--- config.mk ---
export PLATFORM = sky130hd
export DESIGN_NAME = intpol2_stream_mc
export DESIGN_NICKNAME = d
export VERILOG_FILES = /design/src/rtl/intpol2_pkg.sv /design/src/rtl/intpol2_fwd_diff_acc.sv /design/src/rtl/intpol2_stream_mc.sv
export SDC_FILE = /design/constraint.sdc
export NUM_CORES = 1
export LEC_CHECK = 0
export BUFFER_PORTS_ARGS = -buffer_cell sky130_fd_sc_hd__buf_4
export CORE_MARGIN = 4
export CORE_UTILIZATION = 52
export CTS_BUF_LIST = sky130_fd_sc_hd__clkbuf_4
export DETAILED_ROUTE_END_ITERATION = 6
export PLACE_DENSITY = 0.75
export SETUP_SLACK_MARGIN = 0.1
export SYNTH_ARGS = -nofsm -noshare
export SYNTH_HDL_FRONTEND = slang
export SYNTH_HIERARCHICAL = 1
export SYNTH_SLANG_ARGS = --single-unit
--- constraint.sdc ---
create_clock -name clk -period 19.3 [get_ports clk]
set_clock_uncertainty 0.2 [all_clocks]
set_input_delay 3.86 -clock clk [delete_from_list [all_inputs] [get_ports clk]]
set_output_delay 3.86 -clock clk [all_outputs]
set_load 0.005 [all_outputs]
--- src/rtl/intpol2_pkg.sv ---
// intpol2_pkg: shared mode/state encodings and width helpers for the streaming quadratic interpolator
package intpol2_pkg;
   typedef enum logic [1:0] {MODE_QUAD = 2'd0, MODE_LIN = 2'd1, MODE_ZOH = 2'd2, MODE_QUAD_ALT = 2'd3} mode_t;
   typedef enum logic [1:0] {IDLE = 2'd0, COEF = 2'd1, EMIT = 2'd2} state_t;
   function automatic int w_i(input int dw, input int nb, input int l2);
      return dw + nb + 2 * l2;
   endfunction
   function automatic int chan_w(input int ch);
      return ch > 1 ? $clog2(ch) : 1;
   endfunction
endpackage

--- src/rtl/intpol2_fwd_diff_acc.sv ---
// intpol2_fwd_diff_acc: second-order forward-difference accumulator with output rescale and saturation
module intpol2_fwd_diff_acc
   import intpol2_pkg::*;
#(
   parameter int DATA_WIDTH = 32,
   parameter int N_BITS = 3,
   parameter int LOG2_L = 2,
   localparam int WI = w_i(DATA_WIDTH, N_BITS, LOG2_L)
) (
   input  logic                  clk,
   input  logic                  rst,
   input  logic                  load,
   input  logic                  step,
   input  logic signed [WI-1:0]  y0,
   input  logic signed [WI-1:0]  d0,
   input  logic signed [WI-1:0]  dd0,
   output logic [DATA_WIDTH-1:0] data
);
   logic signed [WI-1:0] y, d, dd, q;
   always_ff @(posedge clk) begin
      if (rst) begin
         y <= '0;
         d <= '0;
         dd <= '0;
      end else if (load) begin
         y <= y0;
         d <= d0;
         dd <= dd0;
      end else if (step) begin
         y <= y + d;
         d <= d + dd;
      end
   end
   // y carries L^2 scaling; the arithmetic shift floors back to sample scale
   assign q = y >>> (2 * LOG2_L);
   assign data = q[WI-1:DATA_WIDTH-1] == {(WI - DATA_WIDTH + 1){q[WI-1]}} ? q[DATA_WIDTH-1:0]
               : {q[WI-1], {(DATA_WIDTH - 1){!q[WI-1]}}};
endmodule

--- src/rtl/intpol2_stream_mc.sv ---
// intpol2_stream_mc: multichannel streaming 3-point Lagrange interpolator by L = 2**LOG2_L
// Per-channel windows feed a one-cycle coefficient stage, then L beats from the forward-difference accumulator.
module intpol2_stream_mc
   import intpol2_pkg::*;
#(
   parameter int DATA_WIDTH = 32,
   parameter int N_BITS = 3,
   parameter int LOG2_L = 2,
   parameter int CHANNELS = 1,
   localparam int CW = chan_w(CHANNELS)
) (
   input  logic                  clk,
   input  logic                  rst,
   input  logic                  clear,
   input  logic [1:0]            mode,
   input  logic [DATA_WIDTH-1:0] s_data,
   input  logic                  s_valid,
   output logic                  s_ready,
   output logic [DATA_WIDTH-1:0] m_data,
   output logic [CW-1:0]         m_chan,
   output logic                  m_valid,
   input  logic                  m_ready
);
   localparam int WI = w_i(DATA_WIDTH, N_BITS, LOG2_L);
   localparam int NC = 1 << CW;
   state_t state, state_n;
   mode_t burst_mode;
   logic signed [DATA_WIDTH-1:0] w0 [NC];
   logic signed [DATA_WIDTH-1:0] w1 [NC];
   logic signed [DATA_WIDTH-1:0] w2 [NC];
   logic [1:0] prime [NC];
   logic [CW-1:0] in_ch;
   logic [LOG2_L-1:0] k;
   logic signed [WI-1:0] a0, a1, a2, h, p1, p2, y0, d0, dd0;
   logic flush, accept, beat, primed, quad;
   assign flush = rst | clear;
   assign s_ready = state == IDLE && !flush;
   assign m_valid = state == EMIT;
   assign accept = s_valid && s_ready;
   assign beat = m_valid && m_ready;
   assign primed = prime[in_ch] == 2'd2;
   always_ff @(posedge clk) begin
      if (flush) begin
         state <= IDLE;
         k <= '0;
      end else begin
         state <= state_n;
         k <= state == COEF ? '0 : beat ? k + 1'b1 : k;
      end
   end
   always_comb begin
      state_n = state;
      state_n = state == IDLE ? (accept && primed ? COEF : IDLE)
              : state == COEF ? EMIT
              : (beat && &k) ? IDLE : EMIT;
   end
   always_ff @(posedge clk) begin
      if (flush) begin
         for (int i = 0; i < NC; i++) begin
            w0[i] <= '0;
            w1[i] <= '0;
            w2[i] <= '0;
            prime[i] <= '0;
         end
         in_ch <= '0;
         m_chan <= '0;
         burst_mode <= MODE_QUAD;
      end else if (accept) begin
         w0[in_ch] <= w1[in_ch];
         w1[in_ch] <= w2[in_ch];
         w2[in_ch] <= s_data;
         prime[in_ch] <= primed ? 2'd2 : prime[in_ch] + 2'd1;
         in_ch <= in_ch == CW'(CHANNELS - 1) ? '0 : in_ch + 1'b1;
         if (primed) begin
            m_chan <= in_ch;
            burst_mode <= mode_t'(mode);
         end
      end
   end
   // coefficients scaled so y, d, dd carry an L^2 factor and stay exact integers
   always_comb begin
      a0 = WI'(w0[m_chan]);
      a1 = WI'(w1[m_chan]);
      a2 = WI'(w2[m_chan]);
      quad = burst_mode != MODE_LIN && burst_mode != MODE_ZOH;
      h = (a2 + a0) >>> 1;
      p2 = quad ? h - a1 : '0;
      p1 = quad ? (a1 <<< 1) - a0 - h : burst_mode == MODE_LIN ? a1 - a0 : '0;
      y0 = a0 <<< (2 * LOG2_L);
      d0 = (p1 <<< LOG2_L) + p2;
      dd0 = p2 <<< 1;
   end
   intpol2_fwd_diff_acc #(
      .DATA_WIDTH(DATA_WIDTH),
      .N_BITS(N_BITS),
      .LOG2_L(LOG2_L)
   ) u_acc (
      .clk(clk),
      .rst(flush),
      .load(state == COEF),
      .step(beat),
      .y0(y0),
      .d0(d0),
      .dd0(dd0),
      .data(m_data)
   );
endmodule
# Word-level counts from Yosys, hierarchy flattened
# Memories as Yosys holds them, arrays and structs flattened. A register that Yosys moved wholly into a read port is not among the register bits.
# Index checks and enable logic that the tools add are counted.
# W data, S select, Z words.
# op_classes
reduce_logical,17
n_bitwise,1
eq_ne,7
add_sub_neg,11
muxes,43
# ops
operator,count
$mux W39,5
$mux W32,4
$add A39 B39 Y39,3
$reduce_or A32 Y1,3
$mux W37,2
$sub A32 B32 Y33,2
$sub A34 B32 Y35,1
$sub A33 B32 Y34,1
$add A32 B32 Y33,1
$mux W1,27
$mux W2,5
$logic_and A1 B1 Y1,6
$add A2 B1 Y2 const B,2
$eq A2 B1 Y1 const B,2
$eq A2 B2 Y1 const B,2
$reduce_and A2 Y1,2
$reduce_or A2 Y1,2
$eq A3 B3 Y1,1
$logic_not A1 Y1,2
$logic_not A2 Y1,1
$ne A2 B1 Y1 const B,1
$ne A2 B2 Y1 const B,1
$reduce_bool A2 Y1,1
$add A1 B1 Y1 const B,1
$or A1 B1 Y1,1
# totals
n_memories,4
input_bits,39
ram_bits,196
ff_bits,124
out_inout_bits,35
elab_cells,92
# memory_table
name,words,width,rd,rd_clocked_by_memory_dff,wr,line,text
w0,2,32,1,1,2,intpol2_stream_mc.sv:28,logic signed [DATA_WIDTH-1:0] w0 [NC];
w1,2,32,2,2,2,intpol2_stream_mc.sv:29,logic signed [DATA_WIDTH-1:0] w1 [NC];
w2,2,32,2,2,2,intpol2_stream_mc.sv:30,logic signed [DATA_WIDTH-1:0] w2 [NC];
prime,2,2,1,1,2,intpol2_stream_mc.sv:31,logic [1:0] prime [NC];

# Depth between registers and ports, before layout
# depth
depth_word,9
mapped_depth,34
ltp_nobuf,34

# By module
# Netlist, hierarchy kept.
# modules_own_cells
mod,seq_area_each_um2,cells_per_inst,area_per_inst_um2,n_inst
intpol2_stream_mc,3062.9,1629,13625.6,1
intpol2_fwd_diff_acc,2342.2,1171,9157.5,1

# Worst setup path after synthesis
# Ideal clock, no wire load.
# synth_timing
kind,input to output
start,in clear
end,out s_ready
n_path_buf,2
arrival_time_ns,4.733
path_slack_ns,10.507
path_stages,4
required_ns,15.240
cell_sequence,or2_2 > clkbuf_1 > nor3_1 > clkbuf_1
# synth_via
elab_chain_cells,3
# synth_lines
element,line,text
"start, declared",intpol2_stream_mc.sv:14,"input logic clear,"
$or A1 B1 Y1,intpol2_stream_mc.sv:36,assign flush = rst | clear;
net flush,intpol2_stream_mc.sv:35,"logic flush, accept, beat, primed, quad;"
$logic_not A1 Y1,intpol2_stream_mc.sv:37,assign s_ready = state == IDLE && !flush;
$logic_and A1 B1 Y1,intpol2_stream_mc.sv:37,
"end, declared",intpol2_stream_mc.sv:18,"output logic s_ready,"
# The timed path passes the listed nets, and every way through them passes these cells.

# Worst setup path after layout
# layout_timing
start,in clear
end,out s_ready
# layout_via
elab_chain_cells,3
# layout_lines
element,line
$or A1 B1 Y1,intpol2_stream_mc.sv:36
$logic_not A1 Y1,intpol2_stream_mc.sv:37
$logic_and A1 B1 Y1,intpol2_stream_mc.sv:37
# Every way passes these cells.

==> results.md <==
- Least-Margin Pin Slew: 1130 ps
- Simple-Gate Fraction of Synth Area: 0.170
- Post-Synth XOR/XNOR Area: 0.0750
- Period utilization: 0.489
- GRT Total Usage: 0.268
- IO Pins: 74
- Fin crit period: 9450 ps
- Synth area leader: ha_1
- Mux contribution to synthesized area: 0.0301
- Synth top cells by count: a21oi_1, nor2_1, ha_1
- Syn avg cell area: 8.14 um2
- Clk_lat worst skew: 800 ps
- Post-CTS Setup Bufs: 0
- Status: finished clean
- EDFF count, synth: 98
- Critical Setup Path Class: primary input to output port
- Mapped Area: 22800 um2
- Largest net degree at the start of global routing: 96
- FF-to-FF path depth: 33
- # nets final: 3159
- WL/cell: 18.8 um
- Clk buf depth: 3
- Critical path arrival: 5390 ps
- Worst Hold Class: flip-flop to flip-flop
- Synthesis-to-finish area growth: 7.89%
- Final ANT Viol Nets: 0
- Clock Tree Root: clkbuf_4
- Die Wd: 217 um
- Crit end category: output port
- H-tree levels: 3
- Most frequent cell after synthesis: a21oi_1
- Pleak: 11.5 nW
- Antenna violations before repair: 1
- Floorplan row count: 76
- Placed insts: 3350
- Critical R2R Launch: w0[0][4]
- Post-DP Area: 23700 um2
- First-pass GRT wire length: 104000 um
- Hold_buf cts: 0
- Crit start category: primary input
- Hpwl dp: 49500 um
- 1st-pass router iterations: 6
- Initial drt markers: 1592
- CTS Buf Count: 69
- Vias: 21169
- Synth Area in Compound Gates: 0.265
- Start point of the critical path: clear
- Hold Path Origin: burst_mode[1]
- Total of max-cap violations: 0
- PortBufs: 72
- CTS sink count: 221
- Post_cts resized: 0
- Vias/cell: 6.10
- CTS tree: done
- Fin Hold WS: 252 ps
- Final WL: 65100 um
- Worst rel slew slack: 0.243
- WP data required: 15240 ps
- Total number of yosys warnings: 6
- Die Y: 217 um
- Die area: 47200 um2
- Crit-path max FO: 66
- RSZ-0062 raised after global routing: no
- Share of layout cells above drive strength 1: 0.0850
- FF+latch count, synth: 221
- Worst reg2reg endpoint: u_acc/d[35]
- Seq/Total Area, Yosys: 0.237
- Top cell type's share of synthesized area: 0.135
- Final Instance Area: 24600 um2
- F_max: 0.106 GHz
- Placer congestion estimate: 0.977
- Most used DFF post-synth: dfxtp_1
- Residual DRC count: 0
- Final slew viol count: 0
- Core Area: 43200 um2
- FFs w/ async S/R, synth: 0
- Final instance count without filler cells: 3470
- Initial Util: 0.528
- Number of global-route vias before repair: 19878
- PwrDens: 109 nW/um2
- Final hold vios: 0
- Instance count of the mapped netlist: 2800
- Cell variety after synth: 99
- Final TNS setup: 0 ps
- R2r setup slk: 10920 ps
- Total gr overflow: 0
- # setup viols final: 0
- VDD IR max: 0.0000650 V
- Main combinational cell family by area after synthesis: compound AO/OA/AOI/OAI gates
- Top cells by area, synth: ha_1, edfxtp_1, dfxtp_1, a21oi_1, a21o_1
- Critical path destination: s_ready
- Synth Area in Adders: 0.168
- Clk pin slew, worst setup/hold paths: 60 ps
==> cell usage in the layout (no fill, tap or decap), types with 31 or more instances in the layout <==
cell type / n
buf_4: 86
ha_1: 246
nand3_1: 60
xnor2_1: 106
a21o_1: 160
mux2i_1: 64
nor2_1: 271
a211oi_1: 48
edfxtp_1: 98
nand2_1: 185
and3_1: 106
o21ai_0: 101
xor2_1: 89
nor3_1: 31
clkbuf_4: 93
dfxtp_1: 123
a21oi_1: 293
inv_1: 198
fa_1: 38
==> sequential cells by signal, summed over array words and instances (netlist names) <==
name,count
u_acc/dd,39
prime,2
u_acc/y,39
w0,32
u_acc/d,39
w2,32
state,2
w1,32
k,2
burst_mode,2
==> power breakdown <==
part	switching (W)	total [W]	internal, W
clock network	0.000221	0.000471	0.000251
registers	0.0000197	0.000524	0.000504
logic	0.000982	0.00168	0.000698
total	0.00122	0.00267	0.00145
==> metrics by stage <==
| stage | util | setup slack, ps | power [W] |
|---|---|---|---|
| finish | 0.569 | 9850 | 0.00267 |
| global placement | 0.550 | 9880 | 0.00212 |
| detailed placement | 0.550 | 9880 | 0.00217 |
| floorplan | - | 10510 | 0.00182 |
| global route | 0.569 | 9740 | 0.00288 |
| CTS | 0.569 | 9870 | 0.00265 |
==> worst max-delay path, cell delays in order <==
cell	delay (ps)
buf_4	110
or2_4	410
nor3_2	250
buf_4	510
buf_4	210
==> final cells by class <==
class	count	area [um2]
fill	3955	18600
multi-input combinational	2259	16200
sequential	221	5410
inverter	199	747
tap	585	732
clock buffer	93	698
timing repair buffer	86	646
clock inverter	26	156
antenna	1	2.50
==> routing by layer <==
layer / vias up / GRT usage / share of wire
met5: - / 0 / 0
met4: 0 / 0.0678 / 0.017
met3: 80 / 0.0406 / 0.076
met2: 778 / 0.421 / 0.44
met1: 9989 / 0.386 / 0.47
li1: 10322 / - / -
==> worst min-delay path by stage <==
stage	to	slack (ps)	cells after the start
after floorplan	k[1]	240	2
after global placement	k[1]	240	2
after detailed placement	burst_mode[1]	250	2
after CTS	burst_mode[1]	260	2
after global routing	burst_mode[1]	280	2
final	burst_mode[1]	250	2
==> logic make-up after synthesis <==
logic type	Yosys count
and+or+nand+nor	809
buffers and inverters	325
muxes	67
xor gates and xnor gates	195
AOI/OAI and AO/OA	898
DFF	221
other	1
adders and majority gates	284
(Power assumes the default switching activity.)
